==> src/rtl/module_hit.sv <==
// module_hit: small fully-associative tag store with hit detection for the branch
// prediction unit. Addresses are allocated round-robin on write requests that miss;
// every cycle addr_i is compared against all valid entries.
//
// Parameters:
//   largo  highest entry index (entries = largo+1), legal range 1..7
//   ancho  width of stored word, addr_i and data_o
//
// Ports:
//   clk        rising-edge clock
//   reset      asynchronous active-low reset
//   addr_i     lookup / allocate address
//   we_i       allocate request
//   data_o     stored word of the matching entry, 0 on miss
//   set_o      store full (all entries valid); sticky until reset
//   set        index of the lowest matching entry, 0 on miss
//   set_conta  round-robin allocation pointer (next entry to be written)
//   hit_o      addr_i matches a valid entry
//
// Configuration macro HIT_OUTPUT_REG_EN: when defined, hit_o/set/data_o are registered
// (one cycle latency); allocation still uses the combinational match.
module module_hit #(
    parameter int unsigned largo = 7,
    parameter int unsigned ancho = 32
) (
    input  logic             clk,
    input  logic             reset,
    input  logic [ancho-1:0] addr_i,
    input  logic             we_i,
    output logic [ancho-1:0] data_o,
    output logic             set_o,
    output logic [2:0]       set,
    output logic [2:0]       set_conta,
    output logic             hit_o
);

    localparam int unsigned Entries = largo + 1;

    logic [ancho-1:0]   mem_q [Entries];
    logic [Entries-1:0] valid_q;
    logic [2:0]         conta_q;

    logic               match_hit;
    logic [2:0]         match_idx;
    logic [ancho-1:0]   match_data;
    logic               alloc;

    // Scan from the top down so the lowest matching index wins.
    always_comb begin
        match_hit  = 1'b0;
        match_idx  = '0;
        match_data = '0;
        for (int i = Entries - 1; i >= 0; i--) begin
            if (valid_q[i] && (mem_q[i] == addr_i)) begin
                match_hit  = 1'b1;
                match_idx  = 3'(i);
                match_data = mem_q[i];
            end
        end
    end

    // Only misses allocate, so duplicate tags can never exist.
    assign alloc = we_i && !match_hit;

    // Tag storage carries no reset; stale tags are masked by valid_q.
    always_ff @(posedge clk) begin
        if (alloc && reset) begin
            for (int i = 0; i < Entries; i++) begin
                if (conta_q == 3'(i)) begin
                    mem_q[i] <= addr_i;
                end
            end
        end
    end

    always_ff @(posedge clk or negedge reset) begin
        if (!reset) begin
            valid_q <= '0;
            conta_q <= '0;
        end else if (alloc) begin
            for (int i = 0; i < Entries; i++) begin
                if (conta_q == 3'(i)) begin
                    valid_q[i] <= 1'b1;
                end
            end
            conta_q <= (conta_q == 3'(largo)) ? 3'd0 : conta_q + 3'd1;
        end
    end

    assign set_o     = &valid_q;
    assign set_conta = conta_q;

`ifdef HIT_OUTPUT_REG_EN
    logic             hit_q;
    logic [2:0]       set_q;
    logic [ancho-1:0] data_q;

    always_ff @(posedge clk or negedge reset) begin
        if (!reset) begin
            hit_q  <= 1'b0;
            set_q  <= '0;
            data_q <= '0;
        end else begin
            hit_q  <= match_hit;
            set_q  <= match_idx;
            data_q <= match_data;
        end
    end

    assign hit_o  = hit_q;
    assign set    = set_q;
    assign data_o = data_q;
`else
    assign hit_o  = match_hit;
    assign set    = match_idx;
    assign data_o = match_data;
`endif

endmodule

==> config.mk <==
export PLATFORM = sky130hd
export DESIGN_NAME = module_hit
export DESIGN_NICKNAME = d
export VERILOG_FILES = /design/src/rtl/module_hit.sv
export SDC_FILE = /design/constraint.sdc
export NUM_CORES = 1
export LEC_CHECK = 0
export BUFFER_PORTS_ARGS = -buffer_cell sky130_fd_sc_hd__buf_2
export CAP_MARGIN = 30
export CORE_MARGIN = 5
export CORE_UTILIZATION = 45
export DETAILED_ROUTE_END_ITERATION = 10
export HOLD_SLACK_MARGIN = 0.05
export SLEW_MARGIN = 20
export SYNTH_ARGS = -nofsm -noshare
export SYNTH_HDL_FRONTEND = slang
export SYNTH_SLANG_ARGS = --single-unit
==> constraint.sdc <==
create_clock -name clk -period 5.9 [get_ports clk]
set_input_delay 1.18 -clock clk [delete_from_list [all_inputs] [get_ports clk]]
set_output_delay 1.18 -clock clk [all_outputs]
set_load 0.01 [all_outputs]
==> impl_metrics.yaml, run 1 <==
run_status:
  outcome: "finished clean"
timing:
  finalMaxSlewViolations: 0
  tns_ns: 0
  rsz0062_at_grt: "no"
  max_clock_freq_mhz: 179
  period_share: 0.949
  slew_headroom: 0.524
  holdWs_ns: 0.509
  setup_violations: 0
  skew_ns: 0.0227
  hold_viol_final: 0
  fin_crit_ns: 5.60
  worst_slew_pin_slew_ns: 0.707
  setup_ws_ns: 0.302
detailed_routing:
  drt-vias-per-instance: 5.98
  wire_per_inst_um: 27.9
  totalWireLength_um: 45500
  num_vias: 9755
  detail_route.iter0.violations: 1386
  drcViolationCount: 0
  dr.pass1.iters: 5
  antenna_left: 0
flow_run:
  cap_violations: 0
finish:
  fin_cells: 1630
  syn2layout_area_growth_pct: 14.0
  antenna_cells: 0
  drive_gt1_frac: 0.154
  final_nets: 1252
  multi_input_area_mm2: 0.00512
  register_area_mm2: 0.00796
  num-fill-cells: 2682
clocking:
  cts_num_sinks: 267
  cts_setup_buffers: 0
  post_cts_resized: 0
  cts_buffers: 30
  htreeDepth: 1
  cts_hold_buffers: 0
  clock_latency_ns: 0.57
  root_buffer: "clkbuf_16"
  cts_buffer_depth: 3
  clk_pin_slew_ns: 0.06
  cts_tree: "done"
yosys:
  yosys_most_used_dff: "edfxtp_1"
  async_flop_share: 0.0412
  synthTopCellsByArea: "edfxtp_1 56%, xor2_1 12%, xnor2_1 3.8%"
  ys_types: 42
  synth_area_mm2: 0.0138
  synth_top_area_share: 0.559
  yosys_register_bits: 267
  yosys_warnings: 0
  synth_top_area_cell: "edfxtp_1"
  synth-edff-count: 256
  syn-num-nets: 1180
  netlist_instances: 1139
  synth-seq-area-share: 0.579
  syn_avg_cell_area_um2: 12.1
floorplanning:
  pin_count: 75
  die_x_um: 185
  start_util: 0.453
  die-height_um: 185
  num_rows: 64
  die-area_mm2: 0.0342
  core-area_mm2: 0.0303
hold_path:
  min_path_type: "input port to async pin"
global_route:
  antenna_found_initial: 1
  grt_pass1_wl_um: 64800
  grt_max_degree: 55
  first_global_vias: 9174
  gr-total-overflow: 0
  grtUsageTotal: 0.261
place:
  gp_congestion: 0.955
  dpl_worst_slack_ns: 0.369
  hpwl_um: 31900
  numPlacedInstances: 1575
  io_buffers: 74
critical_path:
  critPathKind: "input port to primary output"
  end_kind: "primary output"
  crit_fanout: 19
  worst_setup_path_start_kind: "input port"
  cp.arrival_ns: 4.42
  cp.required_ns: 4.72
pwr:
  p_leak_nw: 5.91
  ir_drop_mv: 0.256
  powerDensity_mw_per_mm2: 313
==> synthesized netlist by cell type, types with 5 or more instances <==
cell	count
nand2_1	39
o21ai_1	31
a31o_2	6
nor4_1	47
inv_1	68
nand4_1	21
xor2_1	194
buf_4	31
ha_1	6
o31ai_1	31
o221ai_1	32
a21oi_1	94
nor2b_1	5
edfxtp_1	256
clkbuf_1	16
mux2i_1	34
nor3_1	9
xnor2_1	59
dfrtp_1	11
nor2_1	68
nand3_1	15
and3_1	5
buf_2	24
==> per-layer routing <==
metal  wire (µm)  part of all wire  up-vias  track usage
met4        1420             0.031        2       0.0693
met3        4270             0.094       82       0.0361
met1       19000              0.42     4847        0.382
met2       20800              0.46      585        0.412
met5          11           0.00024        -            0
li1            -                 -     4239            -
==> final timing paths <==
path	start	to	slack (ns)	cells past startpoint
setup / recovery	addr_i[25]	data_o[14]	0.30	10
hold / removal	reset	valid_q[3]	0.51	1
setup reg to reg	mem_q[0][89]	mem_q[0][115]	2.08	10
hold reg to reg	valid_q[6]	valid_q[6]	0.54	1
max in group asynchronous	reset	valid_q[4]	5.16	1
min in group clk	valid_q[6]	valid_q[6]	0.54	1
==> logic make-up after synthesis <==
kind of cell | synth area share
flops | 0.579
xor+xnor | 0.161
simple gates | 0.0829
compound gates | 0.0919
buf+inv | 0.0532
mux | 0.0264
fa+ha+maj | 0.00546
==> registers in the layout (all words and copies together), names as in the netlist <==
signal     cells
mem_q        256
set_conta      3
valid_q        8
==> area by class of cell <==
class | count | share of cell area
flip-flops and latches | 267 | 0.508
multi-input cells | 724 | 0.327
repair buffers | 119 | 0.0532
clock buffers | 34 | 0.0488
well taps | 396 | 0.0316
inverters | 69 | 0.0165
clock inverters | 21 | 0.0153
==> power breakdown <==
| group | total, mW | switching (mW) | internal (mW) |
|---|---|---|---|
| clock network | 1.92 | 0.775 | 1.15 |
| registers | 2.38 | 0.125 | 2.25 |
| logic | 0.605 | 0.413 | 0.192 |
| total | 4.90 | 1.31 | 3.59 |
==> critical path, stage by stage <==
cell     delay [ns]
buf_2          0.30
xor2_1         0.22
nor4_1         0.60
nand4_1        0.24
or3_2          0.86
buf_4          0.32
o31ai_1        0.23
mux2i_1        0.13
o21ai_1        0.15
buf_2          0.17
==> per-stage QoR <==
stage	instance area [µm²]	power, mW	util
floorplan	13800	2.70	-
CTS	15700	4.91	0.517
global placement	14700	3.01	0.483
finish	15700	4.90	0.517
global route	15700	5.04	0.517
detailed placement	14700	3.01	0.483
==> layout by cell type, fill, tap and decap left out, types with 14 or more instances in the layout <==
cell and count:
a21oi_1 94, buf_2 74, buf_4 35, clkbuf_16 30, edfxtp_1 256, inv_1 68, mux2i_1 34, nand2_1 39
nand3_1 14, nand4_1 21, nor2_1 65, nor4_1 47, o21ai_1 31, o221ai_1 32, o31ai_1 31, xnor2_1 59
xor2_1 194
No activity file was read; power rests on OpenSTA's default activity.
==> inputs of run 2 (changes only) <==
--- a/config.mk
+++ b/config.mk
@@ -5,12 +5,14 @@
 export SDC_FILE = /design/constraint.sdc
 export NUM_CORES = 1
 export LEC_CHECK = 0
+export ABC_CLOCK_PERIOD_IN_PS = 5900
 export BUFFER_PORTS_ARGS = -buffer_cell sky130_fd_sc_hd__buf_2
 export CAP_MARGIN = 30
 export CORE_MARGIN = 5
 export CORE_UTILIZATION = 45
+export CTS_BUF_LIST = sky130_fd_sc_hd__clkbuf_16
 export DETAILED_ROUTE_END_ITERATION = 10
-export HOLD_SLACK_MARGIN = 0.05
+export HOLD_SLACK_MARGIN = 0.02
 export SLEW_MARGIN = 20
 export SYNTH_ARGS = -nofsm -noshare
 export SYNTH_HDL_FRONTEND = slang
==> run 2 against run 1 <==
  * Non-clock buffer count is the same
  * Worst setup slack better by 0.0067 ns
  * Register-to-register slack about the same
  * Global-route usage unchanged
  * Critical path type unchanged
  * Largest cell class unchanged
  * Largest power group unchanged
==> impl_metrics.yaml, run 2 (synthesized netlist as in run 1, its figures left out) <==
place:
  gp_congestion: 0.955
  hpwl_um: 31900
  io_buffers: 74
finish:
  syn2layout_area_growth_pct: 14.0
  layout_common_cells: "256 x edfxtp_1, 194 x xor2_1, 94 x a21oi_1"
  layout_commonest_cell: "edfxtp_1"
  final_nets: 1252
  antenna_cells: 0
  largest_reg_flops: 256
  num-fill-cells: 2682
  drive_gt1_frac: 0.154
  largest-register: "mem_q"
critical_path:
  cp.arrival_ns: 4.41
  path_delay_family: "simple AND/OR/NAND/NOR gates"
  cp.required_ns: 4.72
  worstPathCellList: "buf_2 -> xor2_1 -> nor4_1 -> nand4_1 -> or3_2 -> buf_4 -> o31ai_1 -> mux2i_1 -> o21ai_1 -> buf_2"
  worst_setup_path_start_kind: "input port"
  r2r_start: "mem_q[0][89]"
  crit_start: "addr_i[25]"
  end_kind: "primary output"
  slowest_delay_ns: 0.85
  critPathKind: "input port to primary output"
  crit_fanout: 19
  slowest_stage: "or3_2"
  cpMostUsedCell: "buf_2"
  path_buf_inv: 3
floorplanning:
  pin_count: 75
  die-area_mm2: 0.0342
  core-area_mm2: 0.0303
  num_rows: 64
  die_x_um: 185
  die-height_um: 185
  start_util: 0.453
run_status:
  outcome: "finished clean"
global_route:
  first_global_vias: 9174
  grt_pass1_wl_um: 64800
  grt_max_degree: 55
  grtUsageTotal: 0.261
  antenna_found_initial: 1
  gr-total-overflow: 0
timing:
  holdWs_ns: 0.510
  fin_crit_ns: 5.59
  period_share: 0.948
  tns_ns: 0
  skew_ns: 0.0231
  hold_viol_final: 0
  rsz0062_at_grt: "no"
  slew_headroom: 0.525
  setup_violations: 0
  worst_slew_pin_slew_ns: 0.706
  max_clock_freq_mhz: 179
  finalMaxSlewViolations: 0
clocking:
  cts_buffer_depth: 3
  cts_tree: "done"
  cts_buffers: 30
  cts_setup_buffers: 0
  htreeDepth: 1
  post_cts_resized: 0
  clock_latency_ns: 0.57
  clk_pin_slew_ns: 0.06
  root_buffer: "clkbuf_16"
  cts_num_sinks: 267
  cts_hold_buffers: 0
detailed_routing:
  drt-vias-per-instance: 5.97
  detail_route.iter0.violations: 1390
  wire_per_inst_um: 27.9
  dr.pass1.iters: 6
  drcViolationCount: 0
  totalWireLength_um: 45500
  antenna_left: 0
  num_vias: 9735
hold_path:
  min_path_type: "input port to async pin"
flow_run:
  cap_violations: 0
pwr:
  p_leak_nw: 5.93
  powerDensity_mw_per_mm2: 312
  ir_drop_mv: 0.256
## run 2: cell types whose count changed in the layout (fill, tap and decap cells not counted)
| cell | before | now |
|---|---|---|
| clkbuf_1 | 4 | 0 |
| inv_1 | 68 | 72 |
## run 2: power breakdown
group | leakage, nW | internal, mW | switching [mW]
logic | 2.99 | 0.192 | 0.414
clock network | 0.510 | 1.14 | 0.774
registers | 2.42 | 2.25 | 0.125
total | 5.93 | 3.58 | 1.31
## run 2: worst register-to-register path, stage by stage, from the launching register on
cell and delay [ns]:
edfxtp_1 0.40, xor2_1 0.23, nor4_1 0.59, nand4_1 0.24, or3_2 0.85, buf_4 0.32, nand2_1 0.14, nor4_4 0.07
buf_4 0.19, and3_2 0.24, buf_4 0.24
## run 2: per-layer routing
metal	share of wire	vias to the layer above	track usage
met5	0.00024	-	0
met4	0.031	2	0.0693
met3	0.084	79	0.0361
met2	0.46	532	0.412
met1	0.43	4882	0.382
li1	-	4240	-
## run 2: final timing paths
kind	end	slack [ns]	depth (start not counted)
setup reg to reg	mem_q[0][115]	2.09	10
setup / recovery	data_o[14]	0.31	10
hold reg to reg	valid_q[6]	0.54	1
max in group asynchronous	valid_q[4]	5.16	1
hold / removal	valid_q[3]	0.51	1
min in group clk	valid_q[6]	0.54	1
## run 2: layout make-up
type | count | area [µm²] | share of cell area
sequential | 267 | 7960 | 0.508
multi-input combinational | 724 | 5120 | 0.327
timing repair buffer | 119 | 833 | 0.0532
clock buffer | 30 | 751 | 0.0479
tap | 396 | 495 | 0.0316
inverter | 69 | 259 | 0.0165
clock inverter | 25 | 255 | 0.0163
## run 2: per-stage QoR
stage / setup slack (ns) / area (µm²) / util / power (mW) / std cells
2_1_floorplan: 0.247 / 13800 / - / 2.70 / 1139
3_3_place_gp: 0.390 / 14700 / 0.483 / 3.01 / 1575
3_5_place_dp: 0.369 / 14700 / 0.483 / 3.01 / 1575
4_1_cts: 0.360 / 15700 / 0.517 / 4.90 / 1630
5_1_grt: 0.153 / 15700 / 0.517 / 5.03 / 1630
6_report: 0.308 / 15700 / 0.517 / 4.90 / 1630
==> inputs of run 3 (changes only) <==
--- a/config.mk
+++ b/config.mk
@@ -6,12 +6,12 @@
 export NUM_CORES = 1
 export LEC_CHECK = 0
 export ABC_CLOCK_PERIOD_IN_PS = 5900
-export BUFFER_PORTS_ARGS = -buffer_cell sky130_fd_sc_hd__buf_2
 export CAP_MARGIN = 30
 export CORE_MARGIN = 5
 export CORE_UTILIZATION = 45
 export CTS_BUF_LIST = sky130_fd_sc_hd__clkbuf_16
 export DETAILED_ROUTE_END_ITERATION = 10
+export DONT_BUFFER_PORTS = 1
 export HOLD_SLACK_MARGIN = 0.02
 export SLEW_MARGIN = 20
 export SYNTH_ARGS = -nofsm -noshare
==> run 3 against run 2 <==
  * Worst setup slack better by 0.34 ns
  * Largest power group unchanged
  * Critical endpoint is now data_o[26]
  * Fmax grew 6.6%
  * Cell count shrank 5.2%
  * Largest cell class unchanged
==> impl_metrics.yaml, run 3 (synthesized netlist as in run 1, its figures left out) <==
global_route:
  antenna_found_initial: 0
  grt_max_degree: 48
  first_global_vias: 8907
  grt_pass1_wl_um: 63500
  grtUsageTotal: 0.256
  gr-total-overflow: 0
pwr:
  swShare: 0.261
  powerDensity_mw_per_mm2: 309
  p_leak_nw: 5.47
  p_int_mw: 3.44
  p_seq_frac: 0.511
  p_sw_mw: 1.21
  combPwrFrac: 0.105
  ir_drop_mv: 0.257
  clkPwrFrac: 0.383
timing:
  fin_crit_ns: 5.25
  finalMaxSlewViolations: 0
  worst_slew_pin_slew_ns: 0.856
  skew_ns: 0.0119
  tns_ns: 0
  max_clock_freq_mhz: 191
  setup_violations: 0
  period_share: 0.889
  slew_headroom: 0.424
  hold_viol_final: 0
  rsz0062_at_grt: "no"
critical_path:
  cp.arrival_ns: 4.07
  cp.required_ns: 4.72
  critPathKind: "input port to primary output"
  end_kind: "primary output"
  worstPathCellList: "xor2_1 -> nor4_1 -> nand4_1 -> or3_2 -> nand2_1 -> buf_4 -> o21ai_1"
  slowest_stage: "or3_2"
  path_delay_family: "simple AND/OR/NAND/NOR gates"
  worst_setup_path_start_kind: "input port"
  path_buf_inv: 1
  crit_fanout: 24
  r2r_setup_slack_ns: 1.70
  slowest_delay_ns: 0.86
flow_run:
  cap_violations: 0
place:
  numPlacedInstances: 1489
  hpwl_um: 31200
  gp_congestion: 0.944
  io_buffers: 0
finish:
  fin_cells: 1545
  largest_reg_flops: 256
  layout_common_cells: "256 x edfxtp_1, 194 x xor2_1, 94 x a21oi_1"
  largest-register: "mem_q"
  final_nets: 1167
  syn2layout_area_growth_pct: 9.52
  drive_gt1_frac: 0.0862
  antenna_cells: 0
  layout_commonest_cell: "edfxtp_1"
detailed_routing:
  totalWireLength_um: 44500
  dr.pass1.iters: 6
  wire_per_inst_um: 28.8
  drt-vias-per-instance: 6.00
  met2_length_um: 20100
  routed.top_layer: "met4"
  m1WireLength_um: 18100
  met3_length_um: 4720
  num_vias: 9277
  detail_route.iter0.violations: 1250
  drcViolationCount: 0
  antenna_left: 0
clocking:
  clk_pin_slew_ns: 0.06
  cts_buffers: 30
  cts_num_sinks: 267
  post_cts_resized: 0
  clock_latency_ns: 0.56
  cts_hold_buffers: 0
  cts_tree: "done"
  root_buffer: "clkbuf_16"
  htreeDepth: 1
  cts_buffer_depth: 3
  cts_setup_buffers: 0
floorplanning:
  core-area_mm2: 0.0303
  die-height_um: 185
  pin_count: 75
  die_x_um: 185
  num_rows: 64
  die-area_mm2: 0.0342
  start_util: 0.453
hold_path:
  min_path_type: "input port to async pin"
run_status:
  outcome: "finished clean"
## run 3: stage by stage
stage	power, mW	worst slack [ns]	hold slack (ns)	utilization	instance area [µm²]
final	4.66	0.652	0.313	0.496	15100
after global routing	4.79	0.663	0.290	0.496	15100
after CTS	4.67	0.803	0.295	0.496	15000
after detailed placement	2.90	0.806	0.528	0.465	14100
after global placement	2.90	0.804	0.515	0.465	14100
after floorplan	2.70	0.247	0.449	-	13800
## run 3: cell type report
cell class,count,area (µm²)
Fill cell,2696,15300
Clock inverter,24,154
Multi-Input combinational cell,724,5120
Timing Repair Buffer,34,293
Tap cell,396,495
Inverter,69,259
Clock buffer,31,776
Sequential cell,267,7960
## run 3: power groups by stage
stage          Combinational (mW)  Clock (mW)  Sequential (mW)
2_1_floorplan               0.330           0             2.37
3_3_place_gp                0.485           0             2.41
3_5_place_dp                0.484           0             2.42
4_1_cts                     0.486        1.80             2.38
5_1_grt                     0.515        1.88             2.39
6_report                    0.491        1.79             2.38
## run 3: layer usage
metal / track usage / vias to the layer above
li1: - / 4063
met1: 0.368 / 4597
met2: 0.397 / 538
met3: 0.0548 / 79
met4: 0.0728 / 0
met5: 0 / -
## run 3: final timing paths
kind | from | depth (start not counted) | end
max in group asynchronous | reset | 0 | valid_q[6]
min in group clk | valid_q[6] | 1 | valid_q[6]
max reg2reg | mem_q[0][70] | 12 | mem_q[0][77]
min reg2reg | valid_q[6] | 1 | valid_q[6]
min | reset | 0 | set_conta[1]
max | addr_i[19] | 7 | data_o[26]
